$ cat config.mk
export PLATFORM = sky130hd
export DESIGN_NAME = serial_adder
export DESIGN_NICKNAME = d
export VERILOG_FILES = /design/src/rtl/serial_adder_pkg.sv /design/src/rtl/fa_bit_slice.sv /design/src/rtl/serial_adder.sv
export SDC_FILE = /design/constraint.sdc
export NUM_CORES = 1
export LEC_CHECK = 0
export CAP_MARGIN = 15
export CORE_MARGIN = 4
export CORE_UTILIZATION = 35
export DETAILED_ROUTE_END_ITERATION = 8
export GPL_TIMING_DRIVEN = 0
export PLACE_DENSITY = 0.66
export SETUP_SLACK_MARGIN = 0.5
export SLEW_MARGIN = 20
export SYNTH_ARGS = -nofsm -noshare
export SYNTH_HDL_FRONTEND = slang
export SYNTH_SLANG_ARGS = --single-unit
$ cat constraint.sdc
create_clock -name clk -period 2.4 [get_ports clk]
set_clock_uncertainty 0.2 [all_clocks]
set_input_delay 0.48 -clock clk [delete_from_list [all_inputs] [get_ports clk]]
set_output_delay 0.48 -clock clk [all_outputs]
set_load 0.005 [all_outputs]
$ cat src/rtl/serial_adder_pkg.sv
// Shared types for the bit-serial adder/subtractor.
// State encoding and the default operand width.
package serial_adder_pkg;

    localparam int DEF_WIDTH = 8;

    typedef enum logic [1:0] {
        S_IDLE = 2'd0,
        S_RUN  = 2'd1,
        S_DONE = 2'd2
    } state_t;

endpackage

$ cat src/rtl/fa_bit_slice.sv
// One full-adder bit slice: the only arithmetic in the serial adder.
// Carry is the majority of the three inputs.
module fa_bit_slice (
    input  logic a,
    input  logic b,
    input  logic c,
    output logic s,
    output logic cout
);

    // Sum is the parity of the inputs; carry is generate or propagate.
    always_comb begin
        s    = a ^ b ^ c;
        cout = (a & b) | (c & (a ^ b));
    end

endmodule

$ cat src/rtl/serial_adder.sv
// Bit-serial WIDTH-bit adder/subtractor, LSB first, one bit per clock.
// Carry flop closes the loop from slice cout back to slice cin.
module serial_adder
    import serial_adder_pkg::*;
#(
    parameter int WIDTH = DEF_WIDTH
) (
    input  logic             clk,
    input  logic             rst,
    input  logic             start,
    input  logic             sub,
    input  logic [WIDTH-1:0] a,
    input  logic [WIDTH-1:0] b,
    input  logic             cin,
    output logic             ready,
    output logic             busy,
    output logic             done,
    output logic [WIDTH-1:0] sum,
    output logic             cout
);

    localparam int CW = (WIDTH > 1) ? $clog2(WIDTH) : 1;

    state_t           state;
    state_t           state_nx;
    logic [WIDTH-1:0] sha;
    logic [WIDTH-1:0] shb;
    logic [CW-1:0]    cnt;
    logic             carry;
    logic             accept;
    logic             last;
    logic             s_sum;
    logic             s_cout;

    fa_bit_slice u_slice (
        .a    (sha[0]),
        .b    (shb[0]),
        .c    (carry),
        .s    (s_sum),
        .cout (s_cout)
    );

    // State register; reset returns to IDLE and aborts any operation.
    always_ff @(posedge clk) begin
        if (rst) begin
            state <= S_IDLE;
        end else begin
            state <= state_nx;
        end
    end

    // Next state, handshake outputs and the terminal-bit decode.
    always_comb begin
        state_nx = state;
        ready    = 1'b0;
        busy     = 1'b0;
        done     = 1'b0;
        last     = 1'b0;
        accept   = 1'b0;
        unique case (state)
            S_IDLE: begin
                ready  = 1'b1;
                accept = start;
                if (start) begin
                    state_nx = S_RUN;
                end
            end
            S_RUN: begin
                busy = 1'b1;
                last = (cnt == CW'(WIDTH - 1));
                if (last) begin
                    state_nx = S_DONE;
                end
            end
            S_DONE: begin
                ready    = 1'b1;
                done     = 1'b1;
                accept   = start;
                state_nx = start ? S_RUN : S_IDLE;
            end
            default: begin
                state_nx = S_IDLE;
            end
        endcase
    end

    // Operand capture on accept, then one shift per RUN cycle.
    always_ff @(posedge clk) begin
        if (rst) begin
            sha   <= '0;
            shb   <= '0;
            cnt   <= '0;
            carry <= 1'b0;
            sum   <= '0;
            cout  <= 1'b0;
        end else if (accept) begin
            sha   <= a;
            shb   <= sub ? ~b : b;
            carry <= sub ? 1'b1 : cin;
            cnt   <= '0;
            sum   <= '0;
        end else if (busy) begin
            sha   <= sha >> 1;
            shb   <= shb >> 1;
            carry <= s_cout;
            cnt   <= cnt + CW'(1);
            sum   <= {s_sum, sum[WIDTH-1:1]};
            if (last) begin
                cout <= s_cout;
            end
        end
    end

endmodule
==> metrics.md, run 1 <==
| Metric | Value |
|---|---|
| Status | `completed` |
| Layout cell share with drive strength beyond 1 | `0.198` |
| Clk buf depth | `2` |
| Warnings, synthesis | `0` |
| Seq/Total Area, Yosys | `0.446` |
| Drt drc | `0` |
| Yosys reg bits | `31` |
| Largest net degree at the start of global routing | `11` |
| Skew-Pair Late Insertion Delay | `roughly 0.28 ns` |
| Wire per inst | `13.0 um` |
| Critical Path RT | `1.72 ns` |
| Total Neg Setup Slack | `0 ns` |
| CTS tree | `done` |
| DP Worst Slack | `between 0.2 and 0.3 ns` |
| Fin. Hold Viols | `0` |
| Post-Layout Inst Area | `roughly 0.0019 sq mm` |
| Nature of the critical path startpoint | `flip-flop` |
| WL final | `3190 um` |
| CORE AREA | `0.00374 sq mm` |
| Tot Pwr | `between 1 and 1.5 mW` |
| Total track usage | `0.131` |
| Antenna violation net count after detailed routing | `0` |
| Area share of the largest cell type after synthesis | `0.446` |
| CP Class | `reg -> out` |
| Vias | `around 1200` |
| TritonCTS Buffers | `5` |
| Max Freq | `approximately 540 MHz` |
| Initial DRC count | `73` |
| RSZ-0062 raised after global routing | `false` |
| First-pass GRT wire length | `around 5200 um` |
| Drt first pass iters | `4` |
| Met2 Wirelength | `roughly 1500 um` |
| M1 WL | `1510 um` |
| Die Area | `roughly 0.0050 sq mm` |
| Syn-to-layout area delta | `36.7%` |
| Num Clock Sinks | `31` |
| Die Y | `approximately 71 um` |
| Final slew viol count | `0` |
| Final worst slack | `approximately 0.54 ns` |
| Number of buffers added on ports | `31` |
| Pwr/cell area | `624 mW/mm^2` |
| Arrival time worst endpoint | `1.18 ns` |
| GR Overflow Total | `0` |
| CTS clk-pin slew, worst paths | `~0.06 ns` |
| I/O pins | `33` |
| Placement row count | `22` |
| Post-Syn Instances | `154` |
| Hold crit path type | `reg -> reg` |
| Final min period | `between 1.5 and 2 ns` |
| Metal3 WL | `around 160 um` |
| CP Max Fanout | `2` |
| Netlist cell types | `31` |
| Initial Utilization | `0.371` |
| N_diodes | `0` |
| Setup violators final | `0` |
| Hold-fix buffers at CTS | `0` |
| H-tree depth | `2` |
| Crit share post-route | `0.775` |
| Synth top area cells | `dfxtp_1 45%, nor3_1 8.3%, nand2_1 6.5%` |
| Initial antenna violation count | `0` |
| Vias in the first global route | `about 1100` |
| Yosys top cell by area | `dfxtp_1` |
| Max-cap viol count | `0` |
| Fillers | `about 360` |
| Synth Net Count | `roughly 180` |
| Die Width | `slightly above 70 um` |
| Peak VDD IR | `about 0.00038 V` |
| Top layer in use | `met4` |
| Post-DR vias/cell | `about 4.9` |
| Root buf cell | `clkbuf_8` |
| Worst slew margin | `0.659` |
| P_leak | `slightly above 0.7 nW` |
| Mapped cell area | `roughly 0.0014 sq mm` |
| Post-Place Cell Area | `0.00176 sq mm` |
| Fin nets | `~220` |
| Measured slew at the worst slew-check pin | `roughly 0.5 ns` |
| Critical Path Sink Type | `output pin` |
| Final HPWL DP | `2190 um` |
| Routability cong. | `0.746` |
| Post-Syn Area per Cell | `between 9 and 10 sq um` |
==> flip-flops by register name, indices dropped and copies added (netlist names) <==
name   cells
cout       1
carry      1
sum        8
state      2
sha        8
cnt        3
shb        8
==> where the power goes <==
group / switching (mW) / leakage, nW / internal, mW
clock: 0.179 / 0.0470 / 0.224
sequential: 0.0197 / 0.255 / 0.547
combinational: 0.104 / 0.408 / 0.113
==> final timing paths <==
kind | from | end | slack [ns] | cells past startpoint
setup / recovery | state[1] | busy | 0.54 | 6
hold / removal | cout | cout | 0.26 | 2
setup reg to reg | state[1] | sha[3] | 0.78 | 7
hold reg to reg | cout | cout | 0.26 | 2
==> cells in the mapped netlist (all sizes together) <==
| master | n |
|---|---|
| inv | 2 |
| fa | 1 |
| a22oi | 2 |
| nand2b | 3 |
| nand2 | 25 |
| a31oi | 1 |
| o21a | 1 |
| xor2 | 8 |
| o22ai | 11 |
| a311oi | 1 |
| buf | 12 |
| xnor2 | 1 |
| nand3b | 1 |
| nor2b | 1 |
| a21oi | 14 |
| mux2i | 1 |
| and2b | 1 |
| o21ai | 1 |
| nand3 | 5 |
| nor3 | 23 |
| nor2 | 4 |
| ha | 2 |
| clkbuf | 2 |
| dfxtp | 31 |
==> critical path, stage by stage (launching register included) <==
cell	delay, ns
dfxtp_2	0.33
nand2b_4	0.11
buf_6	0.10
inv_4	0.03
buf_12	0.11
buf_8	0.11
buf_6	0.10
==> area by class of cell <==
class                      instances  area, sq um  area share
buffer                            14          116      0.0612
clock buffer                       6         82.6      0.0434
clock inverter                     1         5.00     0.00263
inverter                           2         10.0     0.00527
multi-input combinational        107          651       0.342
sequential                        31          626       0.329
tap                               48         60.1      0.0316
timing repair buffer              36          350       0.184
==> cells by family after synthesis <==
family	after synthesis	synth area share
simple gates	63	0.210
compound gates	31	0.157
fa+ha+maj	3	0.0324
flops	31	0.446
buf+inv	16	0.0909
xor+xnor	9	0.0567
mux	1	0.00720
==> per-stage QoR <==
step / hold slack (ns) / utilization / std cells
2_1_floorplan: 0.239 / - / 154
3_3_place_gp: 0.249 / 0.470 / 233
3_5_place_dp: 0.256 / 0.470 / 233
4_1_cts: 0.265 / 0.503 / 243
5_1_grt: 0.288 / 0.508 / 245
6_report: 0.263 / 0.508 / 245
==> cell usage in the layout, fill, tap and decap left out, drive strengths merged <==
master	n
nand3b	1
xnor2	1
dlygate4sd2	1
clkbuf	8
clkinv	1
o21a	1
dfxtp	31
a22oi	2
nand2b	3
and2b	1
nor2	4
inv	2
a21oi	14
o22ai	11
mux2i	1
fa	1
a311oi	1
o21ai	1
nand3	5
ha	2
buf	18
xor2	8
nor2b	1
clkdlybuf4s50	28
nand2	25
nor3	23
dlymetal6s2s	1
a31oi	1
==> metal layers <==
| layer | global-route usage | up-vias |
|---|---|---|
| met3 | 0.0327 | 4 |
| met5 | 0 | - |
| met4 | 0.0626 | 0 |
| li1 | - | 614 |
| met2 | 0.189 | 30 |
| met1 | 0.181 | 561 |
==> what timing repair did <==
action,4_1_cts,5_1_grt
buffers inserted,3,2
setup endpoints to repair,2,2
gates resized for setup,8,3
(Power assumes the default switching activity.)
==> run 2, diff against run 1 <==
==> constraint.sdc (replaced) <==
create_clock -name clk -period 1.9 [get_ports clk]
set_clock_uncertainty 0.2 [all_clocks]
set_input_delay 0.38 -clock clk [delete_from_list [all_inputs] [get_ports clk]]
set_output_delay 0.38 -clock clk [all_outputs]
set_load 0.005 [all_outputs]
==> metrics.md, run 2 (synthesized netlist as in run 1, its figures left out) <==
| Metric | Value |
|---|---|
| Crit-path leading delay family | `buffers and inverters` |
| Initial antenna violation count | `0` |
| Slowest stage delay, CP | `0.33 ns` |
| CTS clk-pin slew, worst paths | `about 0.06 ns` |
| Most frequent CP cell | `buf_8` |
| Final worst slack | `0.142 ns` |
| Placement row count | `22` |
| Die Y | `between 70 and 80 um` |
| Fin. Hold Viols | `0` |
| Nature of the critical path startpoint | `flip-flop` |
| Critical Path Sink Type | `output pin` |
| Commonest cells after routing, fill and taps aside | `24 x nand2_1, 21 x dfxtp_1, 18 x clkdlybuf4s50_1` |
| Root buf cell | `clkbuf_8` |
| Number of buffers added on ports | `31` |
| Initial DRC count | `37` |
| Die Width | `about 71 um` |
| Final HPWL DP | `roughly 2200 um` |
| Num Clock Sinks | `31` |
| DP Worst Slack | `-0.0634 ns` |
| Skew-Pair Late Insertion Delay | `roughly 0.28 ns` |
| Post-DR vias/cell | `just under 5` |
| I/O pins | `33` |
| Total track usage | `0.146` |
| Fillers | `roughly 340` |
| Critical-path top delay cell | `dfxtp_2` |
| Initial Utilization | `0.371` |
| Max-cap viol count | `0` |
| Peak VDD IR | `around 0.00032 V` |
| Area of the multi-input gates | `798 sq um` |
| Max Freq | `569 MHz` |
| Hold Slack | `about 0.26 ns` |
| Layout cell share with drive strength beyond 1 | `0.467` |
| Pwr/cell area | `716 mW/mm^2` |
| Routability cong. | `slightly above 0.8` |
| TritonCTS Buffers | `5` |
| Status | `completed` |
| WL final | `approximately 3700 um` |
| Syn-to-layout area delta | `58.2%` |
| Setup violators final | `0` |
| Final slew viol count | `0` |
| Fin nets | `237` |
| N_diodes | `0` |
| H-tree depth | `2` |
| Biggest regs | `sha x8, shb x8, sum x8` |
| Worst slew margin | `0.821` |
| Cell Count, Final, Fillers Out | `between 200 and 300` |
| DP Cell Count | `233` |
| Bufs and invs on worst path | `5` |
| Die Area | `0.00504 sq mm` |
| Storage element area | `approximately 640 sq um` |
| CORE AREA | `0.00374 sq mm` |
| Drt drc | `0` |
| Clk buf depth | `2` |
| Drt first pass iters | `4` |
| RSZ-0062 raised after global routing | `true` |
| Arrival time worst endpoint | `between 1 and 1.5 ns` |
| Crit share post-route | `0.925` |
| Antenna violation net count after detailed routing | `0` |
| First-pass GRT wire length | `5870 um` |
| GR Overflow Total | `0` |
| Most common cell after layout, fill and taps aside | `nand2_1` |
| CP Class | `reg -> out` |
| Tot Pwr | `1.57 mW` |
| Critical Path RT | `around 1.3 ns` |
| Hold crit path type | `reg -> reg` |
| Largest net degree at the start of global routing | `11` |
| CP Max Fanout | `2` |
| Wire per inst | `between 10 and 15 um` |
| Measured slew at the worst slew-check pin | `around 0.27 ns` |
| Final min period | `around 1.8 ns` |
| Vias | `about 1300` |
| CTS tree | `done` |
| Vias in the first global route | `approximately 1300` |
| P_leak | `a little under 0.9 nW` |
| Critical Path, Cell by Cell | `nand2b_4 > buf_8 > inv_4 > buf_12 > buf_8 > buf_6` |
run 2: cell types whose count changed in the layout (fill, tap and decap cells not counted), moves of 3 or more:
cell	change
buf_6	+6
dfxtp_1	-8
nor3_2	+9
o22ai_2	+8
dfxtp_2	+8
buf_4	+8
buf_8	+3
clkdlybuf4s50_1	-10
clkbuf_2	+9
nor3_1	-10
o22ai_1	-9
run 2: power by group:
group | total (mW) | switching [mW] | internal, mW
sequential | 0.725 | 0.0339 | 0.691
combinational | 0.368 | 0.165 | 0.202
clock | 0.482 | 0.226 | 0.256
total | 1.57 | 0.425 | 1.15
run 2: metal layers:
| layer | GRT usage | up-vias | share of wire | routed length, um |
|---|---|---|---|---|
| met2 | 0.244 | 30 | 0.52 | 1930 |
| met5 | 0 | - | 0 | 0 |
| met4 | 0.0522 | 0 | 0.0083 | 31 |
| li1 | - | 645 | - | - |
| met3 | 0.0426 | 4 | 0.047 | 175 |
| met1 | 0.177 | 624 | 0.42 | 1580 |
run 2: through the flow:
stage | utilization | area (sq um) | TNS [ns]
floorplan | - | 1400 | 0
global placement | 0.473 | 1770 | -0.0609
detailed placement | 0.473 | 1770 | -0.119
CTS | 0.556 | 2080 | 0
global route | 0.588 | 2200 | 0
finish | 0.588 | 2200 | 0
run 2: worst paths after layout:
check,from,endpoint,slack [ns],depth (start not counted)
hold reg to reg,cout,cout,0.26,2
setup / recovery,state[1],busy,0.14,6
setup reg to reg,state[1],sha[6],0.41,7
hold / removal,cout,cout,0.26,2
run 2: cell type report:
type                            instances  share of cell area
Buffer                                 14              0.0722
Clock buffer                            7              0.0347
Clock inverter                          1             0.00228
Inverter                                2             0.00455
Multi-Input combinational cell        107               0.363
Sequential cell                        31               0.289
Tap cell                               48              0.0273
Timing Repair Buffer                   52               0.207
run 2: what timing repair did:
action                                  in CTS  in global routing
hold buffers                                 0                  0
pin swaps                                    1                  1
gates cloned                                 1                  2
setup buffers                               15                  3
endpoints found under the setup margin      42                 41
endpoints found under the hold margin        0                  0
resized for setup                           66                 32
run 2: worst register-to-register path: stages, from the launching register on:
cell and delay [ns]:
dfxtp_2 0.32, nand2b_4 0.14, buf_8 0.12, inv_4 0.05, buf_12 0.09, buf_4 0.20
nand2_2 0.08, a311oi_2 0.21
